$ cat src/rtl/honzales_ctrl.sv
// honzales_ctrl -- Wishbone-programmable run sequencer for the Honzales core.
//
// Holds the core in reset for RST_CYCLES cycles, then enables it for a
// programmed number of cycles (or until aborted in continuous mode).
// While the core runs, its 8-bit output is decimated into a small sample
// FIFO that the management SoC drains over Wishbone.
//
// Register map (word offset = wbs_adr_i[3:2]):
//   0x0 CTRL   : bit0 START (pulse), bit1 ABORT (pulse), bit2 CONT,
//                bit3 IRQ_EN, [15:8] DIV
//   0x4 CYCLES : 32-bit run length N
//   0x8 STATUS : bit0 busy, bit1 done (W1C), bit2 empty, bit3 full,
//                bit4 overflow (W1C), [15:8] FIFO level
//   0xC FIFO   : read pops {24'b0, head}; reads 0 when empty
//
// Ports:
//   wb_clk_i, wb_rst_n             clock, asynchronous active-low reset
//   wbs_stb_i/cyc_i/we_i/sel_i     Wishbone slave request
//   wbs_adr_i, wbs_dat_i           Wishbone address / write data
//   wbs_ack_o, wbs_dat_o           registered acknowledge / read data
//   core_out                       Honzales io_output, sampled during RUN
//   core_en, core_rst              core clock enable / active-high reset
//   busy                           sequencer not idle
//   irq                            run-complete interrupt
//
// Configuration macro:
//   HONZALES_CTRL_IRQ_EN  when defined, CTRL bit3 is stored and
//                         irq = done & IRQ_EN; otherwise irq is tied low
//                         and CTRL bit3 reads 0.

module honzales_ctrl #(
    parameter logic [31:0] BASE_ADDR  = 32'h3000_0000,
    parameter int          FIFO_DEPTH = 8,
    parameter int          RST_CYCLES = 4
) (
    input  logic        wb_clk_i,
    input  logic        wb_rst_n,
    input  logic        wbs_stb_i,
    input  logic        wbs_cyc_i,
    input  logic        wbs_we_i,
    input  logic [3:0]  wbs_sel_i,
    input  logic [31:0] wbs_dat_i,
    input  logic [31:0] wbs_adr_i,
    output logic        wbs_ack_o,
    output logic [31:0] wbs_dat_o,
    input  logic [7:0]  core_out,
    output logic        core_en,
    output logic        core_rst,
    output logic        busy,
    output logic        irq
);

    localparam int AW  = (FIFO_DEPTH > 1) ? $clog2(FIFO_DEPTH) : 1;
    localparam int CW  = AW + 1;
    localparam int RCW = (RST_CYCLES > 1) ? $clog2(RST_CYCLES) : 1;

    localparam logic [1:0] OFF_CTRL   = 2'd0;
    localparam logic [1:0] OFF_CYCLES = 2'd1;
    localparam logic [1:0] OFF_STATUS = 2'd2;
    localparam logic [1:0] OFF_FIFO   = 2'd3;

    typedef enum logic [1:0] {
        ST_IDLE = 2'd0,
        ST_RST  = 2'd1,
        ST_RUN  = 2'd2,
        ST_DONE = 2'd3
    } state_t;

    state_t state;
    state_t state_next;

    // Wishbone decode
    logic       req;
    logic       wr_req;
    logic       rd_req;
    logic [1:0] offset;
    logic       wr_ctrl;
    logic       wr_cycles;
    logic       wr_status;
    logic       start_cmd;
    logic       abort_cmd;
    logic [31:0] rd_data;

    // Programmable registers
    logic        ctrl_cont;
    logic [7:0]  ctrl_div;
    logic        ctrl_irq_en;
    logic [31:0] cycles_q;
    logic        done_q;
    logic        overflow_q;

    // Sequencing counters
    logic [RCW-1:0] rst_cnt;
    logic [31:0]    run_cnt;
    logic [7:0]     div_cnt;
    logic           rst_last;
    logic           run_last;

    // Sample FIFO
    logic [7:0]    fifo_mem [FIFO_DEPTH];
    logic [AW-1:0] wr_ptr;
    logic [AW-1:0] rd_ptr;
    logic [CW-1:0] fifo_count;
    logic          fifo_empty;
    logic          fifo_full;
    logic          sample_push;
    logic          fifo_push;
    logic          fifo_pop;

    logic unused_bits;
    assign unused_bits = &{1'b0, wbs_adr_i[1:0]};

    // A request is only accepted while ack is low, so every access costs
    // exactly one request cycle plus one ack cycle.
    assign offset    = wbs_adr_i[3:2];
    assign req       = wbs_cyc_i && wbs_stb_i && !wbs_ack_o &&
                       (wbs_adr_i[31:4] == BASE_ADDR[31:4]);
    assign wr_req    = req && wbs_we_i;
    assign rd_req    = req && !wbs_we_i;
    assign wr_ctrl   = wr_req && (offset == OFF_CTRL);
    assign wr_cycles = wr_req && (offset == OFF_CYCLES);
    assign wr_status = wr_req && (offset == OFF_STATUS);
    assign start_cmd = wr_ctrl && wbs_sel_i[0] && wbs_dat_i[0];
    assign abort_cmd = wr_ctrl && wbs_sel_i[0] && wbs_dat_i[1];

    assign rst_last = (rst_cnt == RCW'(RST_CYCLES - 1));
    // cycles_q == 0 only reaches RUN in continuous mode; treat it as already
    // expired so clearing CONT mid-run still terminates.
    assign run_last = (cycles_q == 32'd0) || (run_cnt >= (cycles_q - 32'd1));

    // State register.
    always_ff @(posedge wb_clk_i or negedge wb_rst_n) begin
        if (!wb_rst_n) begin
            state <= ST_IDLE;
        end else begin
            state <= state_next;
        end
    end

    // Next-state and core control outputs. ABORT overrides everything,
    // including a START carried in the same write.
    always_comb begin
        state_next = state;
        core_en    = 1'b0;
        core_rst   = 1'b0;
        busy       = (state != ST_IDLE);
        case (state)
            ST_IDLE: begin
                if (start_cmd) begin
                    state_next = ST_RST;
                end
            end
            ST_RST: begin
                core_rst = 1'b1;
                if (rst_last) begin
                    if ((cycles_q == 32'd0) && !ctrl_cont) begin
                        state_next = ST_DONE;
                    end else begin
                        state_next = ST_RUN;
                    end
                end
            end
            ST_RUN: begin
                core_en = 1'b1;
                if (!ctrl_cont && run_last) begin
                    state_next = ST_DONE;
                end
            end
            ST_DONE: begin
                state_next = ST_IDLE;
            end
            default: begin
                state_next = ST_IDLE;
            end
        endcase
        if (abort_cmd) begin
            state_next = ST_IDLE;
        end
    end

    // Counters are held at zero outside their state, so they are always
    // clear on entry to RST or RUN.
    always_ff @(posedge wb_clk_i or negedge wb_rst_n) begin
        if (!wb_rst_n) begin
            rst_cnt <= '0;
            run_cnt <= '0;
            div_cnt <= '0;
        end else begin
            if (state == ST_RST) begin
                rst_cnt <= rst_cnt + 1'b1;
            end else begin
                rst_cnt <= '0;
            end
            if (state == ST_RUN) begin
                run_cnt <= run_cnt + 32'd1;
                if (div_cnt == ctrl_div) begin
                    div_cnt <= '0;
                end else begin
                    div_cnt <= div_cnt + 8'd1;
                end
            end else begin
                run_cnt <= '0;
                div_cnt <= '0;
            end
        end
    end

    // CTRL and CYCLES registers with byte-lane enables.
    always_ff @(posedge wb_clk_i or negedge wb_rst_n) begin
        if (!wb_rst_n) begin
            ctrl_cont <= 1'b0;
            ctrl_div  <= '0;
            cycles_q  <= '0;
        end else begin
            if (wr_ctrl) begin
                if (wbs_sel_i[0]) begin
                    ctrl_cont <= wbs_dat_i[2];
                end
                if (wbs_sel_i[1]) begin
                    ctrl_div <= wbs_dat_i[15:8];
                end
            end
            if (wr_cycles) begin
                for (int b = 0; b < 4; b++) begin
                    if (wbs_sel_i[b]) begin
                        cycles_q[b*8 +: 8] <= wbs_dat_i[b*8 +: 8];
                    end
                end
            end
        end
    end

`ifdef HONZALES_CTRL_IRQ_EN
    logic irq_en_q;

    always_ff @(posedge wb_clk_i or negedge wb_rst_n) begin
        if (!wb_rst_n) begin
            irq_en_q <= 1'b0;
        end else if (wr_ctrl && wbs_sel_i[0]) begin
            irq_en_q <= wbs_dat_i[3];
        end
    end

    assign ctrl_irq_en = irq_en_q;
    assign irq         = done_q && irq_en_q;
`else
    assign ctrl_irq_en = 1'b0;
    assign irq         = 1'b0;
`endif

    // Sticky status flags; a hardware set wins over a same-cycle W1C.
    always_ff @(posedge wb_clk_i or negedge wb_rst_n) begin
        if (!wb_rst_n) begin
            done_q     <= 1'b0;
            overflow_q <= 1'b0;
        end else begin
            if (wr_status && wbs_dat_i[1]) begin
                done_q <= 1'b0;
            end
            if ((state == ST_DONE) && !abort_cmd) begin
                done_q <= 1'b1;
            end
            if (wr_status && wbs_dat_i[4]) begin
                overflow_q <= 1'b0;
            end
            if (sample_push && fifo_full && !fifo_pop) begin
                overflow_q <= 1'b1;
            end
        end
    end

    // A push into a full FIFO is still accepted when a pop frees the slot
    // on the same edge.
    assign fifo_empty  = (fifo_count == '0);
    assign fifo_full   = (fifo_count == CW'(FIFO_DEPTH));
    assign sample_push = (state == ST_RUN) && (div_cnt == ctrl_div);
    assign fifo_pop    = rd_req && (offset == OFF_FIFO) && !fifo_empty;
    assign fifo_push   = sample_push && (!fifo_full || fifo_pop);

    always_ff @(posedge wb_clk_i or negedge wb_rst_n) begin
        if (!wb_rst_n) begin
            wr_ptr     <= '0;
            rd_ptr     <= '0;
            fifo_count <= '0;
        end else begin
            if (fifo_push) begin
                wr_ptr <= wr_ptr + 1'b1;
            end
            if (fifo_pop) begin
                rd_ptr <= rd_ptr + 1'b1;
            end
            case ({fifo_push, fifo_pop})
                2'b10:   fifo_count <= fifo_count + 1'b1;
                2'b01:   fifo_count <= fifo_count - 1'b1;
                default: fifo_count <= fifo_count;
            endcase
        end
    end

    // Storage carries no reset; the pointers define what is valid.
    always_ff @(posedge wb_clk_i) begin
        if (fifo_push) begin
            fifo_mem[wr_ptr] <= core_out;
        end
    end

    // Read mux built from pre-edge state, so a STATUS read that coincides
    // with a push or pop reports the level before that edge.
    always_comb begin
        rd_data = '0;
        case (offset)
            OFF_CTRL: begin
                rd_data = {16'h0, ctrl_div, 4'h0, ctrl_irq_en, ctrl_cont, 2'b00};
            end
            OFF_CYCLES: begin
                rd_data = cycles_q;
            end
            OFF_STATUS: begin
                rd_data = {16'h0, 8'(fifo_count), 3'b000, overflow_q,
                           fifo_full, fifo_empty, done_q, busy};
            end
            OFF_FIFO: begin
                if (!fifo_empty) begin
                    rd_data = {24'h0, fifo_mem[rd_ptr]};
                end
            end
            default: begin
                rd_data = '0;
            end
        endcase
    end

    // Registered acknowledge; read data is only non-zero alongside ack.
    always_ff @(posedge wb_clk_i or negedge wb_rst_n) begin
        if (!wb_rst_n) begin
            wbs_ack_o <= 1'b0;
            wbs_dat_o <= '0;
        end else begin
            wbs_ack_o <= req;
            wbs_dat_o <= rd_req ? rd_data : 32'h0;
        end
    end

endmodule
$ cat config.mk
export PLATFORM = sky130hd
export DESIGN_NAME = honzales_ctrl
export DESIGN_NICKNAME = d
export VERILOG_FILES = /design/src/rtl/honzales_ctrl.sv
export SDC_FILE = /design/constraint.sdc
export NUM_CORES = 1
export LEC_CHECK = 0
export CORE_ASPECT_RATIO = 0.75
export CORE_MARGIN = 2
export CORE_UTILIZATION = 45
export DETAILED_ROUTE_END_ITERATION = 12
export PLACE_DENSITY_LB_ADDON = 0.05
export SLEW_MARGIN = 20
export SYNTH_ARGS = -nofsm -noshare
export SYNTH_HDL_FRONTEND = slang
export SYNTH_SLANG_ARGS = --single-unit
$ cat constraint.sdc
create_clock -name wb_clk_i -period 9.6 [get_ports wb_clk_i]
set_input_delay 2.4 -clock wb_clk_i [delete_from_list [all_inputs] [get_ports wb_clk_i]]
set_output_delay 2.4 -clock wb_clk_i [all_outputs]
set_load 0.05 [all_outputs]
==> results.md, run 1 <==
* Post-route ant nets at 0
* Kind of critical path: in -> reg
* Critical-path top delay cell: clkdlybuf4s50_1
* Die Wd at 172 um
* FILL cells at 1751
* Most frequent cells in the layout: dfrtp_1 (129), clkdlybuf4s50_1 (113), edfxtp_1 (64)
* Clock Sinks at 194
* Initial detailed-routing violation count at 468
* Crit path time final at 6100 ps
* Pwr Total at 0.00165 W
* Comb pwr share at 3.7%
* Largest net degree at the start of global routing at 87
* Syn. warnings at 0
* Switching Fraction at 22.8%
* CP Max Fanout at 17
* Reg-to-reg endpoint: state[0]
* Clock slew at reported path FFs at 70 ps
* Total Nets Final at 1020
* Worst skew pair latency at 450 ps
* Hold Crit Depth at 1
* Maxcap violations at 0
* Worst Hold Class: reg -> reg
* Cells along the critical path: clkdlybuf4s50_1, nand3_1, nor4_2, o21bai_1, or2_2, nor2_1
* CTS Buffer Depth at 2
* Arrival time at the worst endpoint at 6150 ps
* Status: complete, no violations
* Seq. cell area at 5180 sq um
* Post-synthesis async set-or-reset flop share at 67.0%
* DRC viols at 0
* Clock Power Share at 44.4%
* Die ar. at 22500 sq um
* Share of cells above drive strength 1 at 12.9%
* Max incr delay on CP at 1000 ps
* Synth area leader: dfrtp_1
* Post-synthesis instance area at 9580 sq um
* CP Buf/Inv Count at 1
* Primary FF master, synth: dfrtp_1
* Root buf cell: clkbuf_16
* Sequential group share of total power at 51.8%
* Mean Syn Cell Area at 12.3 sq um
* Reg2reg setup slack at 5150 ps
* Crit path required time at 9650 ps
* GP Congestion at 0.794
* First-pass GRT wire length at 36.8 mm
* Mean number of vias per cell at 5.46
* Worst rel slew slack at 28.1%
* Gr ovfl total at 0
* Netlist cell types at 63
* Delay-heaviest family, CP: simple AND/OR/NAND/NOR gates
* Most common cell after layout, fill and taps aside: dfrtp_1
* Cts repair resizes at 0
* Setup crit end kind: flip-flop
* Boundary pin count at 118
* Fin. Hold Viols at 0
* Cts bufs inserted at 17
* Routed length per instance at 19.5 um
* Final setup violating endpoints at 0
* P_sw at 0.000375 W
* Antenna violations before repair at 0
* Initial cell density of the core at 45.6%
* Hold buffer count at CTS at 0
* CTS tree: built
* Final setup TNS at 0 ps
* Number of synthesized flops with an enable pin at 64
* Syn-to-layout area delta at 21.5%
* Worst slew pin tran at 1070 ps
* # rows at 46
* Global-route usage over all layers at 22.0%
* Multi-input logic area at 4240 sq um
* Core Area at 21000 sq um
* End-of-flow core utilization at 55.4%
* Die Span Y at 130 um
* Drt total wl at 23.2 mm
* Hpwl dp at 17.3 mm
* Post-synthesis sequential area ratio at 54.0%
* Post-synth top area share at 34.0%
* Int Power at 0.00127 W
* Crit start category: input port
* Leakage at 5.02 nW
* Top area cells in the synthesized netlist: dfrtp_1 (34%), edfxtp_1 (20%), ha_1 (6.0%)
* Max-slew violations at 0
* Gate Count Post-Synth at 778
* DR pass1 iterations at 5
* RSZ-0062 raised after global routing: false
* Clock Skew at 19.8 ps
* Worst Reg-to-Reg Cells at 13
* Cell Pwr Density at 142 nW/um^2
* Max VDD drop at 0.105 mV
* DR vias at 6518
* Inserted Diodes at 0
* Postcts setup bufs at 0
* PortBufs at 114
* CTS H-tree depth at 4
* Hold Path End: rst_cnt[0]
* Syn nets at 906
* Yosys reg bits at 194
* Final worst-path cycle share at 63.5%
* FMAX at 0.164 GHz
* Hold wc startpoint: rst_cnt[0]
* Reg2reg start: cycles_q[7]
* Number of global-route vias before repair at 6627
power by group through the flow:
stage	logic (W)	registers (W)	clock network (W)
after CTS	0.0000622	0.000854	0.000747
after detailed placement	0.0000621	0.000871	0
after global placement	0.0000601	0.000871	0
after global routing	0.0000668	0.000854	0.000780
final	0.0000615	0.000854	0.000732
after floorplan	0.0000111	0.000872	0
per-stage QoR:
stage | hold WS, ps | std cells | area, sq um | setup slack (ps)
2_1_floorplan | 409 | 778 | 9580 | 4710
3_3_place_gp | 422 | 1161 | 11000 | 3200
3_5_place_dp | 429 | 1161 | 11000 | 3070
4_1_cts | 440 | 1193 | 11600 | 3520
5_1_grt | 458 | 1193 | 11600 | 3190
6_report | 440 | 1193 | 11600 | 3500
how the worst max path moves through the flow:
stage / startpoint / to / depth (start not counted)
4_1_cts: wbs_adr_i[2] / fifo_mem[5][1] / 6
3_5_place_dp: wbs_adr_i[2] / fifo_mem[5][7] / 6
6_report: wbs_adr_i[2] / fifo_mem[5][5] / 6
5_1_grt: wbs_adr_i[2] / fifo_mem[5][5] / 6
3_3_place_gp: wbs_adr_i[2] / fifo_mem[5][5] / 6
2_1_floorplan: wbs_adr_i[5] / fifo_mem[1][0] / 6
area by class of cell:
type | count | share of cell area, %
clock buffer | 18 | 3.69
sequential | 194 | 44.5
timing repair buffer | 119 | 10.1
inverter | 20 | 0.645
tap | 288 | 3.10
clock inverter | 14 | 1.55
multi-input combinational | 540 | 36.4
kinds of logic (layout without fill, tap and decap cells):
kind of cell | count (synthesis) | count (layout) | synth area share [%]
other | 1 | 1 | 0.0391
buffers and inverters | 44 | 171 | 1.76
adder cells (fa/ha/maj) | 47 | 47 | 6.22
multiplexers | 77 | 77 | 10.7
XOR/XNOR | 66 | 66 | 6.03
AO/OA/AOI/OAI | 85 | 85 | 5.92
AND/OR/NAND/NOR | 264 | 264 | 15.3
flip-flops | 194 | 194 | 54.0
cell usage after synthesis (3+ instances only):
master	n
buf_1	3
nand2_1	30
or4_4	4
dfrtp_1	130
nand3_1	22
and4_1	4
or2_2	4
inv_1	20
clkbuf_1	20
and3_1	4
nor2_1	57
xor2_1	27
mux2_2	45
o21ai_0	16
nor2b_1	7
a21oi_1	23
ha_1	46
a22oi_1	3
nor3_1	22
or4_1	4
a221oi_1	3
or3_1	14
a21o_1	6
mux4_2	16
nor4_1	15
xnor2_1	39
a21boi_0	12
nand2b_1	6
nand4_1	21
and2_1	38
mux2i_1	16
a31oi_1	3
edfxtp_1	64
worst register-to-register path, cell delays in order (launching register included):
cell and delay, ps:
dfrtp_1 450, or4_4 580, or2b_4 290, or2_2 330
or2_2 350, nor4_1 310, xnor2_1 150, ha_1 340
nand4_1 140, or3_1 410, a311oi_1 250, o31ai_1 170
a311o_1 310, a221oi_2 280
layer usage:
| layer | GRT usage, % | vias to the layer above | share of wire, % |
|---|---|---|---|
| met2 | 33.5 | 152 | 45 |
| met4 | 5.93 | 0 | 1.2 |
| met1 | 33.0 | 3276 | 50 |
| li1 | - | 3068 | - |
| met5 | 0 | - | 0 |
| met3 | 3.58 | 22 | 4.0 |
flip-flops by register name, summed over array words and instances (netlist names):
signal      flops
cycles_q       32
div_cnt         8
run_cnt        32
wbs_ack_o       1
overflow_q      1
ctrl_div        8
rst_cnt         2
ctrl_cont       1
rd_ptr          3
done_q          1
fifo_count      4
state           2
fifo_mem       64
wbs_dat_o      32
wr_ptr          3
No activity file was read; power rests on OpenSTA's default activity.
==> run 2: changes to the inputs <==
Clock period 9.6 ns to 6.07 ns, I/O delays scaled along.
==> run 2 against run 1 <==
Against the previous run: register-to-register slack worse by 3600 ps; utilization up 0.33 points; total power up 57%; sequential share of layout area down 0.27 points; cell count up 0.75%.
==> results.md, run 2 (synthesized netlist as in run 1, its figures left out) <==
* Clock Sinks at 194
* Max-slew violations at 0
* Final instance area at 11700 sq um
* Inserted Diodes at 0
* Syn-to-layout area delta at 22.2%
* Postcts setup bufs at 0
* Multi-input logic area at 4240 sq um
* Die Wd at 172 um
* Top reg by flops: fifo_mem
* GP Congestion at 0.798
* Initial cell density of the core at 45.6%
* Global-route usage over all layers at 21.9%
* DR vias at 6598
* Max VDD drop at 0.178 mV
* Leakage at 5.07 nW
* Antenna violations before repair at 0
* Drt total wl at 23.2 mm
* Post-route ant nets at 0
* DRC viols at 0
* Final worst-path cycle share at 74.1%
* Fin. Hold Viols at 0
* RSZ-0062 raised after global routing: false
* Final setup violating endpoints at 0
* Reg2reg start: cycles_q[7]
* Gr ovfl total at 0
* DR pass1 iterations at 5
* Most common cell after layout, fill and taps aside: dfrtp_1
* Boundary pin count at 118
* Worst Reg-to-Reg Cells at 13
* Reg-to-reg endpoint: state[0]
* Number of global-route vias before repair at 6652
* FMAX at 0.222 GHz
* Reg2reg setup slack at 1570 ps
* Die Span Y at 130 um
* Hold wc startpoint: rst_cnt[0]
* CTS tree: built
* Worst skew pair latency at 440 ps
* CTS Buffer Depth at 2
* CTS H-tree depth at 4
* Setup crit end kind: flip-flop
* PortBufs at 114
* Cts repair resizes at 0
* Clock slew at reported path FFs at 70 ps
* Seq. cell area at 5170 sq um
* Die ar. at 22500 sq um
* Total Nets Final at 1029
* Share of cells above drive strength 1 at 13.8%
* Initial detailed-routing violation count at 558
* Hold slack at 438 ps
* Root buf cell: clkbuf_16
* # rows at 46
* Arrival time at the worst endpoint at 4830 ps
* Worst rel slew slack at 40.0%
* Most frequent cells in the layout: dfrtp_1 (130), clkdlybuf4s50_1 (113), edfxtp_1 (64)
* Cell Pwr Density at 221 nW/um^2
* Max reg flops at 64
* Maxcap violations at 0
* Worst slew pin tran at 898 ps
* Clock Skew at 16.8 ps
* Mean number of vias per cell at 5.49
* Routed length per instance at 19.3 um
* Core Area at 21000 sq um
* Hpwl dp at 17.4 mm
* Placed cell area at 11100 sq um
* Crit start category: flip-flop
* Final setup TNS at 0 ps
* CP Max Fanout at 6
* Hold Crit Depth at 1
* Worst Hold Class: reg -> reg
* Hold buffer count at CTS at 0
* First-pass GRT wire length at 36.9 mm
* Cts bufs inserted at 17
* Status: complete, no violations
* Kind of critical path: reg -> reg
* Crit path required time at 6410 ps
* Largest net degree at the start of global routing at 87
* Crit path time final at 4500 ps
* Hold Path End: rst_cnt[0]
* FILL cells at 1720
==> run 2: cell count changes in the layout (fill, tap and decap cells not counted) <==
cell / delta
clkinv_8: +2
clkbuf_2: +1
bufinv_8: -1
clkbuf_16: +1
clkbuf_1: -1
bufinv_16: -1
clkinv_4: +1
buf_4: +9
inv_6: -2
dfrtp_2: -1
dfrtp_1: +1
==> run 2: final cells by class <==
| class | count | share of cell area [%] |
|---|---|---|
| inverters | 20 | 0.641 |
| flip-flops and latches | 194 | 44.2 |
| multi-input cells | 540 | 36.2 |
| well taps | 288 | 3.08 |
| clock inverters | 13 | 1.34 |
| repair buffers | 128 | 10.7 |
| clock buffers | 19 | 3.89 |
==> run 2: routing by layer <==
layer | track usage, % | wire, um | up-vias
met2 | 32.6 | 10400 | 149
met1 | 33.6 | 11700 | 3333
met5 | 0 | 0 | -
li1 | - | - | 3098
met4 | 4.75 | 222 | 0
met3 | 4.00 | 958 | 18
==> run 2: worst max-delay path by stage <==
stage                                to  slack (ps)         start
after detailed placement  fifo_count[3]        1240  wbs_adr_i[2]
after floorplan                state[0]        1990   cycles_q[7]
after global placement    fifo_count[3]        1360  wbs_adr_i[2]
after CTS                      state[0]        1610   cycles_q[7]
final                          state[0]        1570   cycles_q[7]
after global routing           state[0]        1290   cycles_q[7]
==> run 2: worst max-delay path: stages (launching register included) <==
cell      delay (ps)
dfrtp_1          460
or4_4            580
or2b_4           290
or2_2            340
or2_2            360
nor4_1           330
xnor2_1          160
ha_1             340
nand4_1          150
or3_1            420
a311oi_1         240
o31ai_1          170
a311o_1          310
a221oi_2         260
==> run 2: where the power goes <==
part           total [W]  internal (W)  switching [W]
sequential       0.00135       0.00135    0.000000185
combinational  0.0000978     0.0000515      0.0000463
clock            0.00114      0.000581       0.000561
==> run 2: metrics by stage <==
stage / worst slack, ps / power, W / cells / util, %
after global routing: 1290 / 0.00268 / 1202 / 55.7
after floorplan: 1990 / 0.00140 / 778 / -
after detailed placement: 1240 / 0.00148 / 1170 / 52.8
final: 1570 / 0.00259 / 1202 / 55.7
after global placement: 1360 / 0.00147 / 1170 / 52.8
after CTS: 1610 / 0.00262 / 1202 / 55.7
